## config.mk

```make
export PLATFORM = sky130hd
export DESIGN_NAME = hazard_scoreboard
export DESIGN_NICKNAME = d
export VERILOG_FILES = /design/src/rtl/hazard_pkg.sv /design/src/rtl/hazard_scoreboard_sb_entry.sv /design/src/rtl/hazard_scoreboard.sv
export SDC_FILE = /design/constraint.sdc
export NUM_CORES = 1
export LEC_CHECK = 0
export CORE_UTILIZATION = 45
export DETAILED_ROUTE_END_ITERATION = 6
export PLACE_DENSITY = 0.7
export SLEW_MARGIN = 25
export SYNTH_ARGS = -nofsm -noshare
export SYNTH_HDL_FRONTEND = slang
export SYNTH_HIERARCHICAL = 1
export SYNTH_SLANG_ARGS = --single-unit
export TNS_END_PERCENT = 5
```

## constraint.sdc

```tcl
create_clock -name clk -period 2.9 [get_ports clk]
set_clock_uncertainty 0.2 [all_clocks]
set_input_delay 0.29 -clock clk [delete_from_list [all_inputs] [get_ports clk]]
set_output_delay 0.29 -clock clk [all_outputs]
set_load 0.01 [all_outputs]
```

## src/rtl/hazard_pkg.sv

```systemverilog
// Purpose : shared opcode constants and latency-class decode for the hazard scoreboard.
// Latency : n/a (package only).
// Backpr. : n/a (package only).
package hazard_pkg;

  // Opcode field width the constants below are written for.
  localparam int OPC_W = 4;

  // Opcodes whose results come out of the memory stage and so cannot be
  // forwarded back to the instruction directly behind them.
  localparam logic [OPC_W-1:0] OP_LW = 4'b0100;
  localparam logic [OPC_W-1:0] OP_LM = 4'b0110;

  // Bubbles needed between a load and its first consumer on the current pipe.
  localparam int LOAD_LAT_DEF = 1;

  typedef enum logic {
    LAT_FWD  = 1'b0,  // result forwarded, no scoreboard entry needed
    LAT_LOAD = 1'b1   // result late, scoreboard holds it for LOAD_LAT cycles
  } lat_class_e;

  function automatic lat_class_e lat_of(input logic [OPC_W-1:0] op);
    lat_class_e cls;
    cls = LAT_FWD;
    if ((op == OP_LW) || (op == OP_LM)) begin
      cls = LAT_LOAD;
    end
    return cls;
  endfunction

endpackage

```

## src/rtl/hazard_scoreboard_sb_entry.sv

```systemverilog
// Purpose : countdown for one architectural register whose result is not yet forwardable.
// Latency : count visible the cycle after set; busy is a combinational view of the count.
// Backpr. : none; clr overrides set, set overrides the per-cycle decrement.
//
// Ports: clk/rst_n clock and async active-low reset; set/set_val load the counter;
//        clr zeroes it (pipeline flush); busy is high while the counter is non-zero.
module sb_entry #(
  parameter int CNT_W = 3
) (
  input  logic             clk,
  input  logic             rst_n,
  input  logic             set,
  input  logic [CNT_W-1:0] set_val,
  input  logic             clr,
  output logic             busy
);

  logic [CNT_W-1:0] cnt_q;
  logic [CNT_W-1:0] cnt_d;

  always_comb begin
    cnt_d = cnt_q;
    if (clr) begin
      cnt_d = '0;
    end else if (set) begin
      cnt_d = set_val;
    end else if (cnt_q != '0) begin
      cnt_d = cnt_q - 1'b1;
    end
  end

  always_ff @(posedge clk or negedge rst_n) begin
    if (!rst_n) begin
      cnt_q <= '0;
    end else begin
      cnt_q <= cnt_d;
    end
  end

  assign busy = (cnt_q != '0);

endmodule

```

## src/rtl/hazard_scoreboard.sv

```systemverilog
// Purpose : decode-stage stall logic; tracks per-register pending long-latency results.
// Latency : should_stall is combinational from current counters; busy_vec/stall_count registered.
// Backpr. : should_stall holds PC/IF/ID and bubbles register-read; flush clears everything.
//
// Ports: dec_* describe the instruction sitting in decode; flush squashes decode and younger;
//        should_stall = stall decode this cycle; busy_vec = per-register pending view;
//        stall_count = saturating count of stalled cycles.
module hazard_scoreboard
  import hazard_pkg::*;
#(
  parameter int NUM_REGS = 8,
  parameter int REG_W    = 3,
  parameter int OP_W     = 4,
  parameter int LOAD_LAT = LOAD_LAT_DEF,
  parameter int CNT_W    = 3,
  parameter int PERF_W   = 16
) (
  input  logic                clk,
  input  logic                rst_n,
  input  logic                dec_valid,
  input  logic [OP_W-1:0]     dec_op,
  input  logic [REG_W-1:0]    dec_src1,
  input  logic [REG_W-1:0]    dec_src2,
  input  logic                dec_src1_used,
  input  logic                dec_src2_used,
  input  logic [REG_W-1:0]    dec_dest,
  input  logic                dec_dest_wr,
  input  logic                flush,
  output logic                should_stall,
  output logic [NUM_REGS-1:0] busy_vec,
  output logic [PERF_W-1:0]   stall_count
);

  logic [NUM_REGS-1:0] busy;
  logic [NUM_REGS-1:0] set_vec;
  logic                dep1;
  logic                dep2;
  logic                stall;
  logic                accept;
  logic                is_load;
  logic [PERF_W-1:0]   stall_count_q;
  logic [PERF_W-1:0]   stall_count_d;

  assign is_load = (lat_of(dec_op) == LAT_LOAD) && (LOAD_LAT != 0);

  // Sources are compared against every tracked index instead of indexing
  // busy directly, so an index beyond NUM_REGS simply never matches.
  always_comb begin
    dep1 = 1'b0;
    dep2 = 1'b0;
    for (int r = 0; r < NUM_REGS; r++) begin
      if (dec_src1 == REG_W'(r)) begin
        dep1 = dec_src1_used & busy[r];
      end
      if (dec_src2 == REG_W'(r)) begin
        dep2 = dec_src2_used & busy[r];
      end
    end
  end

  // Flush wins over stall: a squashed instruction has nothing to wait for.
  assign stall  = dec_valid & ~flush & (dep1 | dep2);
  assign accept = dec_valid & ~stall & ~flush;

  // Dependence uses the pre-edge counters, so an instruction that reads and
  // writes the same register does not stall on its own destination.
  always_comb begin
    set_vec = '0;
    for (int r = 0; r < NUM_REGS; r++) begin
      set_vec[r] = accept & dec_dest_wr & is_load & (dec_dest == REG_W'(r));
    end
  end

  for (genvar g = 0; g < NUM_REGS; g++) begin : g_entry
    sb_entry #(
      .CNT_W (CNT_W)
    ) u_entry (
      .clk     (clk),
      .rst_n   (rst_n),
      .set     (set_vec[g]),
      .set_val (CNT_W'(LOAD_LAT)),
      .clr     (flush),
      .busy    (busy[g])
    );
  end

  always_comb begin
    stall_count_d = stall_count_q;
    if (stall && (stall_count_q != '1)) begin
      stall_count_d = stall_count_q + 1'b1;
    end
  end

  always_ff @(posedge clk or negedge rst_n) begin
    if (!rst_n) begin
      stall_count_q <= '0;
    end else begin
      stall_count_q <= stall_count_d;
    end
  end

  assign should_stall = stall;
  assign busy_vec     = busy;
  assign stall_count  = stall_count_q;

endmodule

```

==> impl_metrics.tcl, run 1 <==
set metrics [dict create \
    initial_utilization 0.465 \
    cts_buffers 5 \
    final-seq-area_mm2 0.00100 \
    grt_pass1_vias 2122 \
    via_per_inst 5.10 \
    avgSynthCellArea_um2 10.2 \
    synthFlopType "dfrtp_1" \
    grt_max_degree 41 \
    critPathKind "flop to primary output" \
    multi_input_area_mm2 0.00182 \
    cts.clk_slew.worst_paths_ns 0.09 \
    reg2regPathDepth 10 \
    nets 401 \
    wl_per_cell_um 13.1 \
    ios 45 \
    antenna_left 0 \
    die_w_um 82.7 \
    coreArea_mm2 0.00631 \
    die_area_mm2 0.00684 \
    insertion_delay_ns 0.30 \
    dr.pass1.iters 5 \
    dieHeight_um 82.7 \
    critPathCaptureType "primary output" \
    crit_required_ns 2.41 \
    cp_slowest_cell "dfrtp_1" \
    synth_top_family_by_area "simple AND/OR/NAND/NOR gates" \
    muxShareOfSynthArea 0.0311 \
    hold_path.class "flop to flop" \
    syn_area_mm2 0.00293 \
    maxCapViolCount 0 \
    cpPeakStageDelay_ns 0.36 \
    grt_pass1_wl_um 9890 \
    final_common_cell "clkdlybuf4s50_1" \
    path_buf_inv 3 \
    yosys_warnings 6 \
    cts-root-buf "clkbuf_8" \
    powerDensity_mw_per_mm2 842 \
    instances_no_fill 443 \
    nFillCells 558 \
    overflow 0 \
    ys_seq_elements 40 \
    tightest_slew_ns 0.532 \
    synthXorXnorAreaFrac 0.0687 \
    tns_ns 0 \
    fp-row-count 29 \
    rsz0062_at_grt "no" \
    crit_arrival_ns 2.20 \
    place_congestion 0.778 \
    dp_hpwl_um 4230 \
    outcome "completed" \
    clock_sinks 40 \
    routed-via-count 2260 \
    final_util 0.593 \
    path_max_fanout 6 \
    path_cells "inv_1 -> ha_1 -> ha_1 -> inv_1 -> mux2i_1 -> a22oi_2 -> nand4_4 -> a21oi_1 -> dlygate4sd2_1" \
    whs_path_depth 1 \
    cts_tree "yes" \
    drt_iter0_drc 103 \
    synth-compound-area-share 0.195 \
    setup_viol 0 \
    ys_types 44 \
    cts_htree_levels 2 \
    cpLargestDelayFamily "buffers and inverters" \
    final_layout_size_suffix_gt1_frac 0.129 \
    track_usage 0.190 \
    syn_inst 287 \
    async_reset_ff_frac 1.00 \
    clock.fmax_mhz 372 \
    synth_simple_gate_area_frac 0.221 \
    worstSetupPathDepth 9 \
    portBuffers 43 \
    p_leak_nw 1.65 \
    period_needed_ns 2.69 \
    place_inst 433 \
    drc 0 \
    period_share 0.926 \
    hold_viol_final 0 \
    slew_headroom 0.646 \
    clock_path_buffers 2 \
    layout_common_cells "41 x clkdlybuf4s50_1, 40 x inv_1, 40 x dfrtp_1" \
    synth_fa_ha_area_frac 0.0725 \
    startpoint_type "flop" \
    synth_edf_count 0 \
    synth-seq-area-share 0.341 \
    grt_antenna_before_repair 1 \
    maxSlewViolCount 0 \
    irDropWorstVdd_uv 424 \
    syn2layout_area_growth_pct 27.6 \
    drt-total-wl_um 5800 \
]
cells by family after synthesis:
| family | after synthesis |
|---|---|
| compound gates | 48 |
| other cells | 2 |
| xor+xnor | 23 |
| flops | 40 |
| buf+inv | 47 |
| mux | 9 |
| fa+ha+maj | 17 |
| simple gates | 101 |
timing repair:
action                     in CTS  in global routing
setup buffers                   0                  0
pin swaps                       0                  0
hold buffers                    1                  0
resized for setup               1                  1
hold endpoints to repair       40                  0
setup endpoints to repair       1                  1
stage by stage:
stage | setup WS, ns | power (mW) | hold slack, ns | area (um^2)
floorplan | 0.205 | 2.03 | -0.206 | 3020
global placement | 0.197 | 2.50 | 0.282 | 3570
detailed placement | 0.210 | 2.54 | 0.287 | 3570
CTS | 0.177 | 3.20 | 0.309 | 3740
global route | 0.0364 | 3.46 | 0.334 | 3740
finish | 0.214 | 3.15 | 0.294 | 3740
sequential cells by signal, summed over array words and instances (netlist names):
| signal | cells |
|---|---|
| g_entry.u_entry/cnt_q | 24 |
| stall_count | 16 |
cell type report:
| cell class | count | area share |
|---|---|---|
| tap | 77 | 0.0257 |
| sequential | 40 | 0.267 |
| clock inverter | 3 | 0.0241 |
| timing repair buffer | 55 | 0.139 |
| inverter | 40 | 0.0401 |
| multi-input combinational | 222 | 0.485 |
| clock buffer | 5 | 0.0184 |
| antenna | 1 | 0.000668 |
metal layers:
metal / wire length [um] / GRT usage / vias up / share of wire
met5: 0 / 0 / - / 0
met3: 209 / 0.0330 / 10 / 0.036
met4: 77 / 0.0690 / 0 / 0.013
li1: - / - / 1147 / -
met1: 2900 / 0.263 / 1067 / 0.50
met2: 2620 / 0.293 / 36 / 0.45
synthesized netlist by cell type, types with 3 or more instances:
cell type	number	share of area
dfrtp_1	40	0.34
inv_1	40	0.051
xor2_1	22	0.066
nand3b_1	18	0.046
nor2b_1	18	0.038
ha_1	17	0.073
nand2_1	13	0.017
nor2_1	11	0.014
a311oi_2	8	0.041
and2b_1	8	0.020
mux2i_1	8	0.027
o31ai_1	8	0.020
o41ai_2	8	0.044
or2_1	8	0.017
a2111oi_1	6	0.020
a211oi_1	6	0.015
nand4_1	6	0.013
and3_1	3	0.0064
nand2b_1	3	0.0064
nand3_1	3	0.0051
power by group:
group          internal, mW  switching, mW  total [mW]
clock network         0.431          0.208       0.639
logic                 0.834          0.805        1.64
registers             0.744          0.131       0.875
total                  2.01           1.14        3.15
path summary, 6_finish.rpt:
check	start	endpoint	slack (ns)
min in group asynchronous	rst_n	stall_count[12]	0.31
setup reg to reg	g_entry[2].u_entry/cnt_q[0]	stall_count[7]	0.31
hold reg to reg	stall_count[11]	stall_count[11]	0.29
max in group asynchronous	rst_n	g_entry[2].u_entry/cnt_q[2]	1.82
setup / recovery	g_entry[2].u_entry/cnt_q[0]	should_stall	0.21
hold / removal	stall_count[11]	stall_count[11]	0.29
Note: power is estimated with default switching activity, not from simulation.
==> run 2: changes to the inputs <==
CORE_UTILIZATION = 25   (was 45)
PLACE_DENSITY = 0.44   (was 0.7)
==> run 2 against run 1 <==
  * Sequential share of layout area fell by 0.98 points
  * First-iteration DRC count shrank 37%
  * Highest routed layer unchanged
  * Critical endpoint is now g_entry[1].u_entry/cnt_q[1]
  * Utilization shrank 25 points
==> impl_metrics.tcl, run 2 (same netlist as run 1, synthesis figures left out) <==
set metrics [dict create \
    hold_viol_final 0 \
    dp_hpwl_um 4900 \
    outcome "completed" \
    instances_no_fill 513 \
    final_common_cell "clkdlybuf4s50_1" \
    cts.clk_slew.worst_paths_ns 0.06 \
    routed-via-count 2278 \
    antenna_left 0 \
    path_cells "inv_1 -> ha_1 -> ha_1 -> inv_1 -> mux2i_1 -> nand3b_1 -> nand4_4 -> nand4b_1 -> nor2_1 -> nor2b_1 -> a311oi_2" \
    final_layout_size_suffix_gt1_frac 0.141 \
    cts-root-buf "clkbuf_16" \
    period_needed_ns 2.63 \
    cpPeakStageDelay_ns 0.41 \
    crit_required_ns 2.85 \
    cp_slowest_cell "nor2_1" \
    path_buf_inv 2 \
    dr.pass1.iters 4 \
    grt_max_degree 41 \
    maxCapViolCount 0 \
    cts_htree_levels 2 \
    drt_iter0_drc 65 \
    slew_headroom 0.634 \
    die_w_um 110 \
    path_max_fanout 6 \
    wl_met2_um 3110 \
    grt_antenna_before_repair 0 \
    drc 0 \
    insertion_delay_ns 0.28 \
    nets 406 \
    ios 45 \
    clock_sinks 40 \
    p_leak_nw 1.69 \
    clock.fmax_mhz 380 \
    place_inst 504 \
    grt_pass1_vias 2229 \
    place_congestion 0.697 \
    critPathCaptureType "flop" \
    critPathKind "flop to flop" \
    period_share 0.907 \
    dieHeight_um 110 \
    maxSlewViolCount 0 \
    irDropWorstVdd_uv 274 \
    powerDensity_mw_per_mm2 852 \
    startpoint_type "flop" \
    tns_ns 0 \
    setup_viol 0 \
    wl_met1_um 3470 \
    die_area_mm2 0.0122 \
    grt_pass1_wl_um 11600 \
    fp-row-count 39 \
    regMostFlops "g_entry.u_entry/cnt_q" \
    via_per_inst 4.44 \
    cpLargestDelayFamily "simple AND/OR/NAND/NOR gates" \
    layout_common_cells "41 x clkdlybuf4s50_1, 40 x inv_1, 40 x dfrtp_1" \
    cts_tree "yes" \
    crit_arrival_ns 2.58 \
    track_usage 0.124 \
    drt-total-wl_um 6800 \
    clock_path_buffers 2 \
    place_area_mm2 0.00369 \
    overflow 0 \
    fin_ws_ns 0.271 \
    initial_utilization 0.257 \
    tightest_slew_ns 0.549 \
    highest_layer "met4" \
    rsz0062_at_grt "no" \
    syn2layout_area_growth_pct 32.5 \
    final-seq-area_mm2 0.00100 \
    diodes 0 \
    coreArea_mm2 0.0114 \
    multi_input_area_mm2 0.00182 \
    wl_per_cell_um 13.2 \
    cts_buffers 5 \
    largest_reg_flops 24 \
    nFillCells 1233 \
    place_ws_ns 0.163 \
    wl_met3_um 148 \
    fin_area_mm2 0.00389 \
    cts_setup_buffers 0 \
    power_mw 3.31 \
    hold_path.class "flop to flop" \
    portBuffers 43 \
]
==> run 2: cell count changes in the layout (fill, tap and decap cells not counted), sizes merged <==
cell,change
clkbuf,+2
diode,-1
buf,+5
bufinv,-2
==> run 2: power breakdown <==
part	switching (mW)	total, mW	internal (mW)
clock network	0.238	0.691	0.454
logic	0.855	1.75	0.890
registers	0.131	0.876	0.745
==> run 2: layout make-up <==
type / instances / area share
sequential: 40 / 0.258
clock inverter: 1 / 0.00773
timing repair buffer: 60 / 0.143
clock buffer: 7 / 0.0393
multi-input combinational: 222 / 0.467
inverter: 40 / 0.0386
tap: 143 / 0.0460
==> run 2: routing by layer <==
layer / vias up / track usage
li1: 1162 / -
met1: 1088 / 0.175
met2: 22 / 0.190
met3: 6 / 0.0223
met4: 0 / 0.0367
met5: - / 0
==> run 2: per-stage QoR <==
stage | hold WS [ns] | utilization
floorplan | -0.206 | -
global placement | 0.296 | 0.323
detailed placement | 0.303 | 0.323
CTS | 0.0107 | 0.339
global route | 0.337 | 0.340
finish | 0.312 | 0.340
==> run 2: path summary, 6_finish.rpt <==
check | startpoint | cells past startpoint | endpoint | slack [ns]
max in group asynchronous | rst_n | 2 | g_entry[3].u_entry/cnt_q[1] | 1.79
min in group asynchronous | rst_n | 2 | stall_count[15] | 0.34
hold reg to reg | stall_count[8] | 1 | stall_count[8] | 0.31
setup reg to reg | g_entry[6].u_entry/cnt_q[0] | 11 | g_entry[1].u_entry/cnt_q[1] | 0.27
hold / removal | stall_count[8] | 1 | stall_count[8] | 0.31
setup / recovery | g_entry[6].u_entry/cnt_q[0] | 11 | g_entry[1].u_entry/cnt_q[1] | 0.27
==> run 2: worst register-to-register path, cell delays in order (launching register included) <==
cell      delay (ns)
dfrtp_1         0.39
inv_1           0.06
ha_1            0.15
ha_1            0.25
inv_1           0.12
mux2i_1         0.15
nand3b_1        0.14
nand4_4         0.15
nand4b_1        0.21
nor2_1          0.41
nor2b_1         0.22
a311oi_2        0.06
==> run 2: repair_timing <==
| item | CTS | global route |
|---|---|---|
| hold buffers | 0 | 1 |
| setup endpoints to repair | 1 | 0 |
| endpoints found under the hold margin | 0 | 40 |
| resized for setup | 2 | 0 |
==> run 3: changes to the inputs <==
CORE_MARGIN = 2   (was default)
==> run 3 against run 2 <==
  * Global-route usage is 1.3 points lower
  * Via count is 0.66% lower
  * Maximum frequency is 0.75% lower
==> impl_metrics.tcl, run 3 (same netlist as run 1, synthesis figures left out) <==
set metrics [dict create \
    clock.fmax_mhz 377 \
    outcome "completed" \
    final_common_cell "clkdlybuf4s50_1" \
    irDropWorstVdd_uv 419 \
    cts_buffers 5 \
    p_leak_nw 1.69 \
    drt-total-wl_um 6730 \
    cts_tree "yes" \
    tns_ns 0 \
    cts_htree_levels 2 \
    clock_sinks 40 \
    nFillCells 1197 \
    setup_viol 0 \
    overflow 0 \
    via_per_inst 4.39 \
    clock_path_buffers 2 \
    grt_max_degree 41 \
    grt_antenna_before_repair 0 \
    diodes 0 \
    dp_hpwl_um 4910 \
    power_mw 3.28 \
    dieHeight_um 112 \
    critPathCaptureType "primary output" \
    maxSlewViolCount 0 \
    die_w_um 112 \
    final_util 0.340 \
    coreArea_mm2 0.0114 \
    drt_iter0_drc 61 \
    hold_viol_final 0 \
    portBuffers 43 \
    fin_ws_ns 0.251 \
    nets 408 \
    track_usage 0.110 \
    ios 45 \
    cts.clk_slew.worst_paths_ns 0.07 \
    place_congestion 0.703 \
    powerDensity_mw_per_mm2 845 \
    largest_reg_flops 24 \
    antenna_left 0 \
    wl_per_cell_um 13.1 \
    cts-root-buf "clkbuf_16" \
    period_share 0.914 \
    maxCapViolCount 0 \
    fin_area_mm2 0.00388 \
    dr.pass1.iters 4 \
    period_needed_ns 2.65 \
    regMostFlops "g_entry.u_entry/cnt_q" \
    initial_utilization 0.257 \
    slew_headroom 0.630 \
    crit_arrival_ns 2.16 \
    final_layout_size_suffix_gt1_frac 0.142 \
    crit_required_ns 2.41 \
    cts_setup_buffers 0 \
    insertion_delay_ns 0.29 \
    layout_common_cells "41 x clkdlybuf4s50_1, 40 x inv_1, 40 x dfrtp_1" \
    hold_path.class "flop to flop" \
    rsz0062_at_grt "no" \
    routed-via-count 2263 \
    drc 0 \
    grt_pass1_vias 2275 \
    critPathKind "flop to primary output" \
    die_area_mm2 0.0126 \
    grt_pass1_wl_um 11400 \
    fp-row-count 39 \
    place_area_mm2 0.00370 \
    place_ws_ns 0.175 \
    syn2layout_area_growth_pct 32.4 \
    tightest_slew_ns 0.555 \
    startpoint_type "flop" \
    path_max_fanout 8 \
]
run 3: changes by cell type in the layout (fill, tap and decap cells not counted), sizes merged:
cell	delta
clkinv	+1
clkinvlp	+1
buf	+2
clkbuf	-2
run 3: cell type report:
| type | count | area (um^2) | area share |
|---|---|---|---|
| multi-input cells | 222 | 1810 | 0.467 |
| flip-flops and latches | 40 | 1000 | 0.258 |
| repair buffers | 62 | 572 | 0.147 |
| well taps | 143 | 179 | 0.0461 |
| inverters | 40 | 150 | 0.0387 |
| clock buffers | 5 | 125 | 0.0322 |
| clock inverters | 3 | 42.5 | 0.0110 |
run 3: power by group:
part	internal [mW]	switching [mW]
registers	0.745	0.129
clock network	0.405	0.246
logic	0.897	0.860
total	2.05	1.24
run 3: timing repair:
action                                  CTS  global route
resized for setup                         1             0
hold endpoints to repair                  0            40
hold buffers                              0             1
endpoints found under the setup margin    1             0
run 3: worst max-delay path: stages, from the launching register on:
cell	delay, ns
dfrtp_1	0.36
inv_1	0.05
ha_1	0.19
ha_1	0.19
inv_1	0.11
mux2i_1	0.10
a22oi_2	0.21
nand4_4	0.19
a21oi_1	0.19
dlygate4sd2_1	0.28
run 3: per-layer routing:
layer	track usage	part of all wire	up-vias
met4	0.0374	0.014	0
li1	-	-	1156
met2	0.171	0.45	31
met1	0.157	0.51	1068
met5	0	0	-
met3	0.0184	0.026	8
run 3: final timing paths:
check	from	end	slack, ns	depth (start not counted)
max	g_entry[2].u_entry/cnt_q[0]	should_stall	0.25	9
min	stall_count[8]	stall_count[8]	0.31	1
max reg2reg	g_entry[6].u_entry/cnt_q[0]	g_entry[2].u_entry/cnt_q[1]	0.26	12
min reg2reg	stall_count[8]	stall_count[8]	0.31	1
max in group asynchronous	rst_n	g_entry[3].u_entry/cnt_q[1]	1.78	2
min in group asynchronous	rst_n	stall_count[15]	0.33	2
run 3: stage by stage:
stage,hold slack (ns),cells
after global placement,0.295,506
final,0.309,515
after detailed placement,0.300,506
after global routing,0.319,515
after CTS,0.0148,514
after floorplan,-0.206,309
